$ cat config.mk
export PLATFORM = sky130hd
export DESIGN_NAME = rs_output_tx_flat
export DESIGN_NICKNAME = d
export VERILOG_FILES = /design/src/rtl/rs_io_pkg.sv /design/src/rtl/rs_output_tx_if.sv /design/src/rtl/rs_snapshot_mux.sv /design/src/rtl/rs_output_tx.sv /design/src/flat_wrapper.sv
export SDC_FILE = /design/constraint.sdc
export NUM_CORES = 1
export LEC_CHECK = 0
export BUFFER_PORTS_ARGS = -buffer_cell sky130_fd_sc_hd__buf_2
export CAP_MARGIN = 5
export CORE_ASPECT_RATIO = 1.1
export CORE_UTILIZATION = 50
export DETAILED_ROUTE_END_ITERATION = 8
export GPL_TIMING_DRIVEN = 0
export PLACE_DENSITY = 0.71
export SETUP_SLACK_MARGIN = 0.02
export SYNTH_ARGS = -nofsm -noshare
export SYNTH_HDL_FRONTEND = slang
export SYNTH_SLANG_ARGS = --single-unit
$ cat constraint.sdc
create_clock -name i_clk -period 5 [get_ports i_clk]
set_clock_uncertainty 0.05 [all_clocks]
set_input_delay 0.25 -clock i_clk [delete_from_list [all_inputs] [get_ports i_clk]]
set_output_delay 0.25 -clock i_clk [all_outputs]
set_load 0.02 [all_outputs]
$ cat src/rtl/rs_io_pkg.sv
// rtl/rs_io_pkg.sv - shared types and helpers for the redstone host link
package rs_io_pkg;

  typedef enum logic [2:0] {
    IDLE,
    SYNC,
    CNT_LO,
    CNT_HI,
    PAYLOAD,
    CSUM
  } rs_state_e;

  localparam logic [7:0] SYNC_BYTE_DEFAULT = 8'hA5;

  // Two 4-bit nodes are packed per payload byte.
  function automatic int payload_bytes(input int num_outputs);
    return (num_outputs + 1) / 2;
  endfunction

endpackage

$ cat src/rtl/rs_output_tx_if.sv
// rtl/rs_output_tx_if.sv - byte stream from the fabric to the host bridge
interface rs_output_tx_if;
  logic [7:0] o_data;
  logic       o_valid;
  logic       i_ready;

  modport master (output o_data, output o_valid, input i_ready);
  modport slave  (input o_data, input o_valid, output i_ready);
endinterface

$ cat src/rtl/rs_snapshot_mux.sv
// rtl/rs_snapshot_mux.sv - snapshot register and payload byte selector
module rs_snapshot_mux
  import rs_io_pkg::*;
#(
  parameter int  NUM_OUTPUTS = 16,
  localparam int PB          = payload_bytes(NUM_OUTPUTS),
  localparam int IDX_W       = (PB > 1) ? $clog2(PB) : 1
) (
  input  logic                     clk,
  input  logic                     rst_n,
  input  logic                     capture,
  input  logic [NUM_OUTPUTS*4-1:0] nodes,
  input  logic [15:0]              count_in,
  input  logic [IDX_W-1:0]         sel,
  output logic [15:0]              count,
  output logic [7:0]               payload_byte
);

  localparam int SNAP_W = PB * 8;

  logic [SNAP_W-1:0] snap;

  // Zero-extension supplies the 4'h0 high nibble when NUM_OUTPUTS is odd.
  always_ff @(posedge clk) begin
    if (!rst_n) begin
      snap  <= '0;
      count <= '0;
    end else if (capture) begin
      snap  <= SNAP_W'(nodes);
      count <= count_in;
    end
  end

  assign payload_byte = snap[sel*8 +: 8];

endmodule

$ cat src/rtl/rs_output_tx.sv
// rtl/rs_output_tx.sv - per-tick snapshot framer streaming output strengths to the host
module rs_output_tx
  import rs_io_pkg::*;
#(
  parameter int         NUM_OUTPUTS = 16,
  parameter logic [7:0] SYNC_BYTE   = SYNC_BYTE_DEFAULT
) (
  input  logic                     i_clk,
  input  logic                     i_rst_n,
  input  logic                     i_tick,
  input  logic [NUM_OUTPUTS*4-1:0] i_outputs,
  rs_output_tx_if.master           tx,
  output logic                     o_busy,
  output logic [7:0]               o_drop_cnt
);

  localparam int               PB       = payload_bytes(NUM_OUTPUTS);
  localparam int               IDX_W    = (PB > 1) ? $clog2(PB) : 1;
  localparam logic [IDX_W-1:0] LAST_IDX = IDX_W'(PB - 1);

  rs_state_e        state;
  logic [IDX_W-1:0] idx;
  logic [IDX_W-1:0] sel;
  logic [15:0]      tick_cnt;
  logic [15:0]      snap_cnt;
  logic [7:0]       payload_byte;
  logic [7:0]       csum;
  logic             hs;
  logic             capture;
  logic             drop;

  assign hs      = tx.o_valid && tx.i_ready;
  assign capture = i_tick && (state == IDLE || (state == CSUM && hs));
  assign drop    = i_tick && !capture;

  // Look one byte ahead so o_data can be loaded on the handshake edge.
  always_comb begin
    sel = '0;
    if (state == PAYLOAD && idx != LAST_IDX) sel = idx + 1'b1;
  end

  rs_snapshot_mux #(.NUM_OUTPUTS(NUM_OUTPUTS)) u_snapshot_mux (
    .clk          (i_clk),
    .rst_n        (i_rst_n),
    .capture      (capture),
    .nodes        (i_outputs),
    .count_in     (tick_cnt),
    .sel          (sel),
    .count        (snap_cnt),
    .payload_byte (payload_byte)
  );

  always_ff @(posedge i_clk) begin
    if (!i_rst_n) begin
      state      <= IDLE;
      idx        <= '0;
      tick_cnt   <= '0;
      csum       <= '0;
      tx.o_data  <= '0;
      tx.o_valid <= 1'b0;
      o_busy     <= 1'b0;
      o_drop_cnt <= '0;
    end else begin
      if (i_tick) tick_cnt <= tick_cnt + 16'd1;
      if (drop && o_drop_cnt != 8'hFF) o_drop_cnt <= o_drop_cnt + 8'd1;

      case (state)
        IDLE: begin
          if (i_tick) begin
            state      <= SYNC;
            tx.o_data  <= SYNC_BYTE;
            tx.o_valid <= 1'b1;
            o_busy     <= 1'b1;
            csum       <= '0;
          end
        end
        SYNC: begin
          if (hs) begin
            state     <= CNT_LO;
            tx.o_data <= snap_cnt[7:0];
          end
        end
        CNT_LO: begin
          if (hs) begin
            state     <= CNT_HI;
            tx.o_data <= snap_cnt[15:8];
            csum      <= csum ^ tx.o_data;
          end
        end
        CNT_HI: begin
          if (hs) begin
            state     <= PAYLOAD;
            idx       <= '0;
            tx.o_data <= payload_byte;
            csum      <= csum ^ tx.o_data;
          end
        end
        PAYLOAD: begin
          if (hs) begin
            csum <= csum ^ tx.o_data;
            if (idx == LAST_IDX) begin
              state     <= CSUM;
              tx.o_data <= csum ^ tx.o_data;
            end else begin
              idx       <= idx + 1'b1;
              tx.o_data <= payload_byte;
            end
          end
        end
        CSUM: begin
          if (hs) begin
            if (i_tick) begin
              state     <= SYNC;
              tx.o_data <= SYNC_BYTE;
              csum      <= '0;
            end else begin
              state      <= IDLE;
              tx.o_data  <= '0;
              tx.o_valid <= 1'b0;
              o_busy     <= 1'b0;
            end
          end
        end
        default: begin
          state      <= IDLE;
          tx.o_valid <= 1'b0;
          o_busy     <= 1'b0;
        end
      endcase
    end
  end

endmodule
$ cat src/flat_wrapper.sv
// flat-port wrapper written by rule: the top's interface ports become plain ports
module rs_output_tx_flat import rs_io_pkg::*;
#(
  parameter int         NUM_OUTPUTS = 16,
  parameter logic [7:0] SYNC_BYTE   = SYNC_BYTE_DEFAULT
)
  (i_clk, i_rst_n, i_tick, i_outputs, o_busy, o_drop_cnt, tx_o_data, tx_o_valid, tx_i_ready);
  rs_output_tx_if tx_i ();
  input  logic i_clk;
  input  logic i_rst_n;
  input  logic i_tick;
  input  logic [NUM_OUTPUTS*4-1:0] i_outputs;
  output logic o_busy;
  output logic [7:0] o_drop_cnt;
  output wire logic [$bits(tx_i.o_data)-1:0] tx_o_data;
  output wire logic [$bits(tx_i.o_valid)-1:0] tx_o_valid;
  input wire logic [$bits(tx_i.i_ready)-1:0] tx_i_ready;
  assign tx_o_data = tx_i.o_data;
  assign tx_o_valid = tx_i.o_valid;
  assign tx_i.i_ready = tx_i_ready;
  rs_output_tx #(.NUM_OUTPUTS(NUM_OUTPUTS), .SYNC_BYTE(SYNC_BYTE)) u_core (.i_clk(i_clk), .i_rst_n(i_rst_n), .i_tick(i_tick), .i_outputs(i_outputs), .tx(tx_i), .o_busy(o_busy), .o_drop_cnt(o_drop_cnt));
endmodule
# --- Word level (Yosys, flattened, before mapping) ---
# Index checks and enable logic that the tools add are counted.
word_totals:
  elab_cells: 83
  register_bits: 127
classes:
  shift: 1
  reduce_logical: 19
  bitwise_logic: 2
  mux: 31
  n_addsub: 3
  n_eq_ne: 18
ops:
  columns: ["op", "n"]
  rows:
  - ["two-way mux 8 bit", 11]
  - ["indexed part select 64 x 7 -> 8 bit", 1]
  - ["one-hot mux 8 bit (6 select lines)", 1]
  - ["two-way mux 3 bit", 11]
  - ["one-hot mux 8 bit (3 select lines)", 1]
  - ["one-hot mux 3 bit (6 select lines)", 1]
  - ["adder 16 x 1 -> 16 bit (second input constant)", 1]
  - ["AND reduction 7 bit", 2]
  - ["!= test 2 x 1 -> 1 bit (second input constant)", 6]
  - ["== test 3 bit (second input constant)", 3]
  - ["adder 8 x 1 -> 8 bit (second input constant)", 1]
  - ["!= test 2 bit (second input constant)", 4]
  - ["!= test 8 bit (second input constant)", 1]
  - ["AND reduction 4 bit", 2]
  - ["bitwise XOR 8 bit", 1]
  - ["== test 3 x 2 -> 1 bit (second input constant)", 2]
  - ["logical AND 1 bit", 6]
  - ["one-hot mux 3 bit (2 select lines)", 1]
  - ["nonzero test 6 bit", 1]
  - ["two-way mux 1 bit", 4]
  - ["OR reduction 4 bit", 1]
  - ["adder 3 x 1 -> 3 bit (second input constant)", 1]
  - ["== test 3 x 1 -> 1 bit (second input constant)", 1]
  - ["logical NOT 3 bit", 1]
  - ["9 further kinds", 9]

# --- Depth between registers and ports, before layout ---
logic_depth:
  depth_word: 7
  depth_mapped: 9
  ltp_nobuf: 7

# --- Cells and area by module ---
# A second synthesis with hierarchy kept.
unflattened:
  cells_unflattened: 592
  area_unflattened_um2: 6084.6
by_module_without_submodules:
  columns: ["module", "seq_area_each_um2", "cells_per_inst", "area_each_um2", "instances"]
  rows:
  - ["rs_snapshot_mux", 1601.5, 286, 3527.1, 1]
  - ["rs_output_tx", 940.9, 306, 2557.5, 1]

# --- Least setup slack after synthesis ---
# Ideal clock, no wire load.
synth_path:
  path_kind: "register to register"
  from: "reg u_core.idx[0]"
  to: "reg u_core.tx.o_data[2]"
  arrival_time_ps: 2282
  path_buffers: 2
  path_stages_with_launch: 10
  setup_slack_ps: 2541
  synth_period_minus_slack_ps: 2459
  t_required_ps: 4823
  cell_sequence: "dfxtp_1 > ha_1 > ha_1 > clkbuf_1 > or4b_1 > buf_6 > nor2_8 > mux2_2 > a221oi_1 > o31ai_2"
synth_between:
  elab_chain_cells: 7
synth_lines:
  columns: ["element", "line_no", "source"]
  rows:
  - ["from (decl)", "rs_output_tx.sv:22", "logic [IDX_W-1:0] idx;"]
  - ["from (signal assigned)", "rs_output_tx.sv:105", "idx <= idx + 1'b1;"]
  - ["branches (longest 6 deep; another with adder 3 x 1 -> 3 bit)", null, null]
  - ["one-hot mux 8 bit (6 select lines) *", "rs_output_tx.sv:67", "case (state)"]
  - ["to (signal assigned)", "rs_output_tx.sv:80", "tx.o_data <= snap_cnt[7:0];"]
  - ["to (signal assigned)", "rs_output_tx.sv:103", "tx.o_data <= csum ^ tx.o_data;"]
  - ["to (signal assigned)", "rs_output_tx.sv:106", "tx.o_data <= payload_byte;"]
  - ["to (decl)", "rs_output_tx_if.sv:7", "modport master (output o_data, output o_valid, input i_ready);"]
# Every way passes the cells marked *. The select of a mux whose other input is x is not followed.
# A chain may end at the register's enable or synchronous reset.

# --- Worst setup path after layout ---
layout_path:
  from: "reg u_core.idx[0]"
  to: "reg u_core.tx.o_data[5]"
# The elaborated chain is that of the path after synthesis.

==> metrics.log <==
[metrics] count of instances resized after the clock tree is built: 0
[metrics] total track usage: 0.284
[metrics] Die Ht: between 100 and 150 µm
[metrics] area used by multi-input combinational logic: 3040 µm²
[metrics] DR iter-0 viols: 506
[metrics] most repeated cell in the gate-level netlist after synthesis: sky130_fd_sc_hd__nand2_1
[metrics] maximum clock rate: 340 MHz
[metrics] total wirelength of the detailed-routed design: approximately 17,000 µm
[metrics] Arrival @ worst endpoint: roughly 3200 ps
[metrics] Clk pin slew, worst setup/hold paths: roughly 50 ps
[metrics] required time at the endpoint of the critical path: between 5000 and 6000 ps
[metrics] crit end category: flop
[metrics] portion of synthesized cell area occupied by the leading cell type: 0.432
[metrics] Async S/R FF share, synth: 0
[metrics] number of cells in the finished layout apart from fillers: between 1,000 and 1,500
[metrics] layout-stage area growth over the synthesis result: 20.2%
[metrics] most used flip-flop cell after synthesis: sky130_fd_sc_hd__dfxtp_1
[metrics] sequential cell area: approximately 2500 µm²
[metrics] core area: 11,500 µm²
[metrics] top fanout value on the critical path: 9
[metrics] top cell types by occurrence after synthesis: 184 x sky130_fd_sc_hd__nand2_1, 127 x sky130_fd_sc_hd__dfxtp_1, 108 x sky130_fd_sc_hd__a21oi_1, 43 x sky130_fd_sc_hd__clkbuf_1, 31 x sky130_fd_sc_hd__nor2_1
[metrics] final critical delay including setup and external delays: between 2000 and 3000 ps
[metrics] count of placed standard cells including taps: 978
[metrics] number of clock sinks seen by CTS: roughly 130
[metrics] number of inserted diodes: 0
[metrics] biggest area contributors in the synthesized netlist: sky130_fd_sc_hd__dfxtp_1 43%, sky130_fd_sc_hd__nand2_1 12%, sky130_fd_sc_hd__a21oi_1 9.2%
[metrics] DIE WIDTH: 105 µm
[metrics] setup slack at placement: ~2100 ps
[metrics] flip-flop and latch count after synthesis: 127
[metrics] critical path start-end classification: reg2reg
[metrics] number of failing hold endpoints at the final stage: 0
[metrics] power density of the placed cells: 366 nW/µm²
[metrics] Antenna Nets Post-Route: 0
[metrics] launching element of the worst setup path: u_core.idx[0]$_SDFFE_PN0P_
[metrics] detailed-route vias per instance: approximately 5.7
[metrics] worst-case headroom to the max-slew limit: 0.402
[metrics] number of synthesized flops with an enable pin: 0
[metrics] drc violations: 0
[metrics] clock tree from TritonCTS: built
[metrics] net count reported at finish: roughly 920
[metrics] HPWL after DPL: ~12,000 µm
[metrics] fill cell count: about 1,000
[metrics] Total Die Area: 12,200 µm²
[metrics] Setup crit start kind: flop
[metrics] total nets after synthesis: about 820
[metrics] count of buffers from port buffering: 84
[metrics] Avg Synthesized Cell Area: just under 8 µm²
[metrics] buffer cell driving the clock tree root: sky130_fd_sc_hd__clkbuf_16
[metrics] sequential element share of the synthesized area: 0.432
[metrics] postcts setup bufs: 0
[metrics] worst ir drop on vdd: ~0.20 mV
[metrics] cell area after technology mapping: 5890 µm²
[metrics] global-route wire length before repair: between 20,000 and 30,000 µm
[metrics] TritonCTS Buffers: 17
[metrics] row cnt: 41
[metrics] pin count of the biggest net entering global routing: 17
[metrics] origin of the worst min-delay path: i_outputs[47]
[metrics] share of the clock period used by the worst path: 0.588
[metrics] clock latency reported for the late side of the worst-skew pair: just over 400 ps
[metrics] static power due to leakage: ~2.6 nW
[metrics] GPL Wtd Cong: ~0.90
[metrics] number of pins exceeding their max-slew limit in the final report: 0
[metrics] run status: finished, final reports clean
[metrics] final setup slack of the worst path: slightly above 2000 ps
[metrics] Initial Utilization: 0.512
[metrics] Gate Count Post-Synth: approximately 740
[metrics] Netlist cell types: 64
[metrics] layout cells sized above 1: 0.161
[metrics] setup repair after global routing missed its margin: no
[metrics] number of top-level design ports: 86
[metrics] H-tree depth: 4
[metrics] transition time of the tightest slew-check pin: 895 ps
[metrics] total of max-cap violations: 0
[metrics] via count of the first global-routing pass: roughly 5,300
[metrics] top cell type by total area after synthesis: sky130_fd_sc_hd__dfxtp_1
[metrics] post-cts hold buffer count: 0
[metrics] Clock Tree Buf Depth: 2
[metrics] detailed-routing iteration count for the pre-antenna-repair pass: 6
[metrics] Hold/Removal Path Class: in2reg
[metrics] total overflow reported by the global router: 0
[metrics] yosys synthesis warning count: 0
[metrics] antenna violations before repair: 0
[metrics] routed vias: between 5,000 and 6,000
[metrics] detailed-route wire length per cell: ~16 µm
[metrics] final count of negative-setup-slack endpoints: 0
[metrics] RR Startpoint: u_core.idx[0]$_SDFFE_PN0P_
[metrics] aggregate negative setup slack: 0 ps
==> state kept, by name (all words and copies together) (netlist names) <==
name,flops
u_core.csum,8
u_core.idx,3
u_core.o_drop_cnt,8
u_core.state,3
u_core.tick_cnt,16
u_core.tx.o_data,8
u_core.tx.o_valid,1
u_core.u_snapshot_mux.count,16
u_core.u_snapshot_mux.snap,64
==> final timing paths <==
kind | cells past startpoint | endpoint | slack (ps)
worst max register to register | 9 | u_core.tx.o_data[5]$_SDFFE_PN0P_ | 2060
worst min-delay path | 3 | u_core.u_snapshot_mux.snap[47]$_SDFFE_PN0P_ | 20
worst min register to register | 2 | u_core.u_snapshot_mux.snap[24]$_SDFFE_PN0P_ | 400
worst max-delay path | 9 | u_core.tx.o_data[5]$_SDFFE_PN0P_ | 2060
==> routing by layer <==
layer / GRT usage / wire length, µm / vias up
met4: 0.135 / 493 / 0
met1: 0.359 / 7310 / 2685
li1: - / - / 2806
met3: 0.0562 / 951 / 39
met2: 0.468 / 7880 / 213
met5: 0 / 0 / -
==> kinds of logic after synthesis <==
kind of cell               after synthesis  synth area share
and+or+nand+nor                        298             0.234
AOI/OAI and AO/OA                      205             0.212
DFF                                    127             0.432
buffers and inverters                   72            0.0512
xor gates and xnor gates                23            0.0342
muxes                                   15            0.0289
adders and majority gates                4           0.00850
==> power by group <==
part           internal (mW)  switching (mW)  total [mW]  leakage [nW]
logic                 0.0967           0.173       0.270          1.27
clock network          0.803           0.417        1.22         0.288
registers               1.06          0.0370        1.10          1.03
==> stage by stage <==
stage | hold WS (ps) | utilization | power (mW) | area, µm²
2_1_floorplan | 336 | - | 1.28 | 5890
3_3_place_gp | 393 | 0.565 | 1.37 | 6490
3_5_place_dp | 395 | 0.565 | 1.38 | 6490
4_1_cts | 16.4 | 0.616 | 2.59 | 7080
5_1_grt | 23.5 | 0.616 | 2.69 | 7080
6_report | 22.0 | 0.616 | 2.59 | 7080
==> layout by cell type (no fill, tap or decap), types with 5 or more instances in the layout <==
| cell | n |
|---|---|
| sky130_fd_sc_hd__nand2_1 | 184 |
| sky130_fd_sc_hd__dfxtp_1 | 127 |
| sky130_fd_sc_hd__a21oi_1 | 108 |
| sky130_fd_sc_hd__buf_2 | 90 |
| sky130_fd_sc_hd__clkbuf_1 | 48 |
| sky130_fd_sc_hd__nor2_1 | 31 |
| sky130_fd_sc_hd__o21ai_0 | 23 |
| sky130_fd_sc_hd__clkbuf_16 | 17 |
| sky130_fd_sc_hd__xnor2_1 | 16 |
| sky130_fd_sc_hd__inv_1 | 14 |
| sky130_fd_sc_hd__nor3_1 | 12 |
| sky130_fd_sc_hd__nor2b_1 | 9 |
| sky130_fd_sc_hd__a211oi_1 | 9 |
| sky130_fd_sc_hd__nand3_1 | 9 |
| sky130_fd_sc_hd__nor3b_1 | 8 |
| sky130_fd_sc_hd__mux2i_1 | 8 |
| sky130_fd_sc_hd__a22oi_1 | 8 |
| sky130_fd_sc_hd__a31oi_1 | 7 |
| sky130_fd_sc_hd__nand4_1 | 7 |
| sky130_fd_sc_hd__xor2_1 | 7 |
| sky130_fd_sc_hd__and2_1 | 6 |
| sky130_fd_sc_hd__mux2_2 | 6 |
| sky130_fd_sc_hd__or3_1 | 6 |
| sky130_fd_sc_hd__nand2b_1 | 5 |
| sky130_fd_sc_hd__o21a_1 | 5 |
==> layout make-up <==
class / count / share of cell area
Clock inverter: 7 / 0.0156
Buffer: 57 / 0.0347
Tap cell: 150 / 0.0265
Clock buffer: 24 / 0.0667
Multi-Input combinational cell: 545 / 0.430
Timing Repair Buffer: 84 / 0.0594
Inverter: 15 / 0.00796
Sequential cell: 127 / 0.359
==> critical path, stage by stage (launching register included) <==
cell and delay, ps:
sky130_fd_sc_hd__dfxtp_1 310, sky130_fd_sc_hd__ha_1 190, sky130_fd_sc_hd__ha_1 170, sky130_fd_sc_hd__clkbuf_1 240, sky130_fd_sc_hd__or4b_1 550, sky130_fd_sc_hd__buf_6 170, sky130_fd_sc_hd__nor2_8 170, sky130_fd_sc_hd__mux2_2 370
sky130_fd_sc_hd__a221oi_1 450, sky130_fd_sc_hd__o31ai_1 130
No activity file was read; power rests on OpenSTA's default activity.
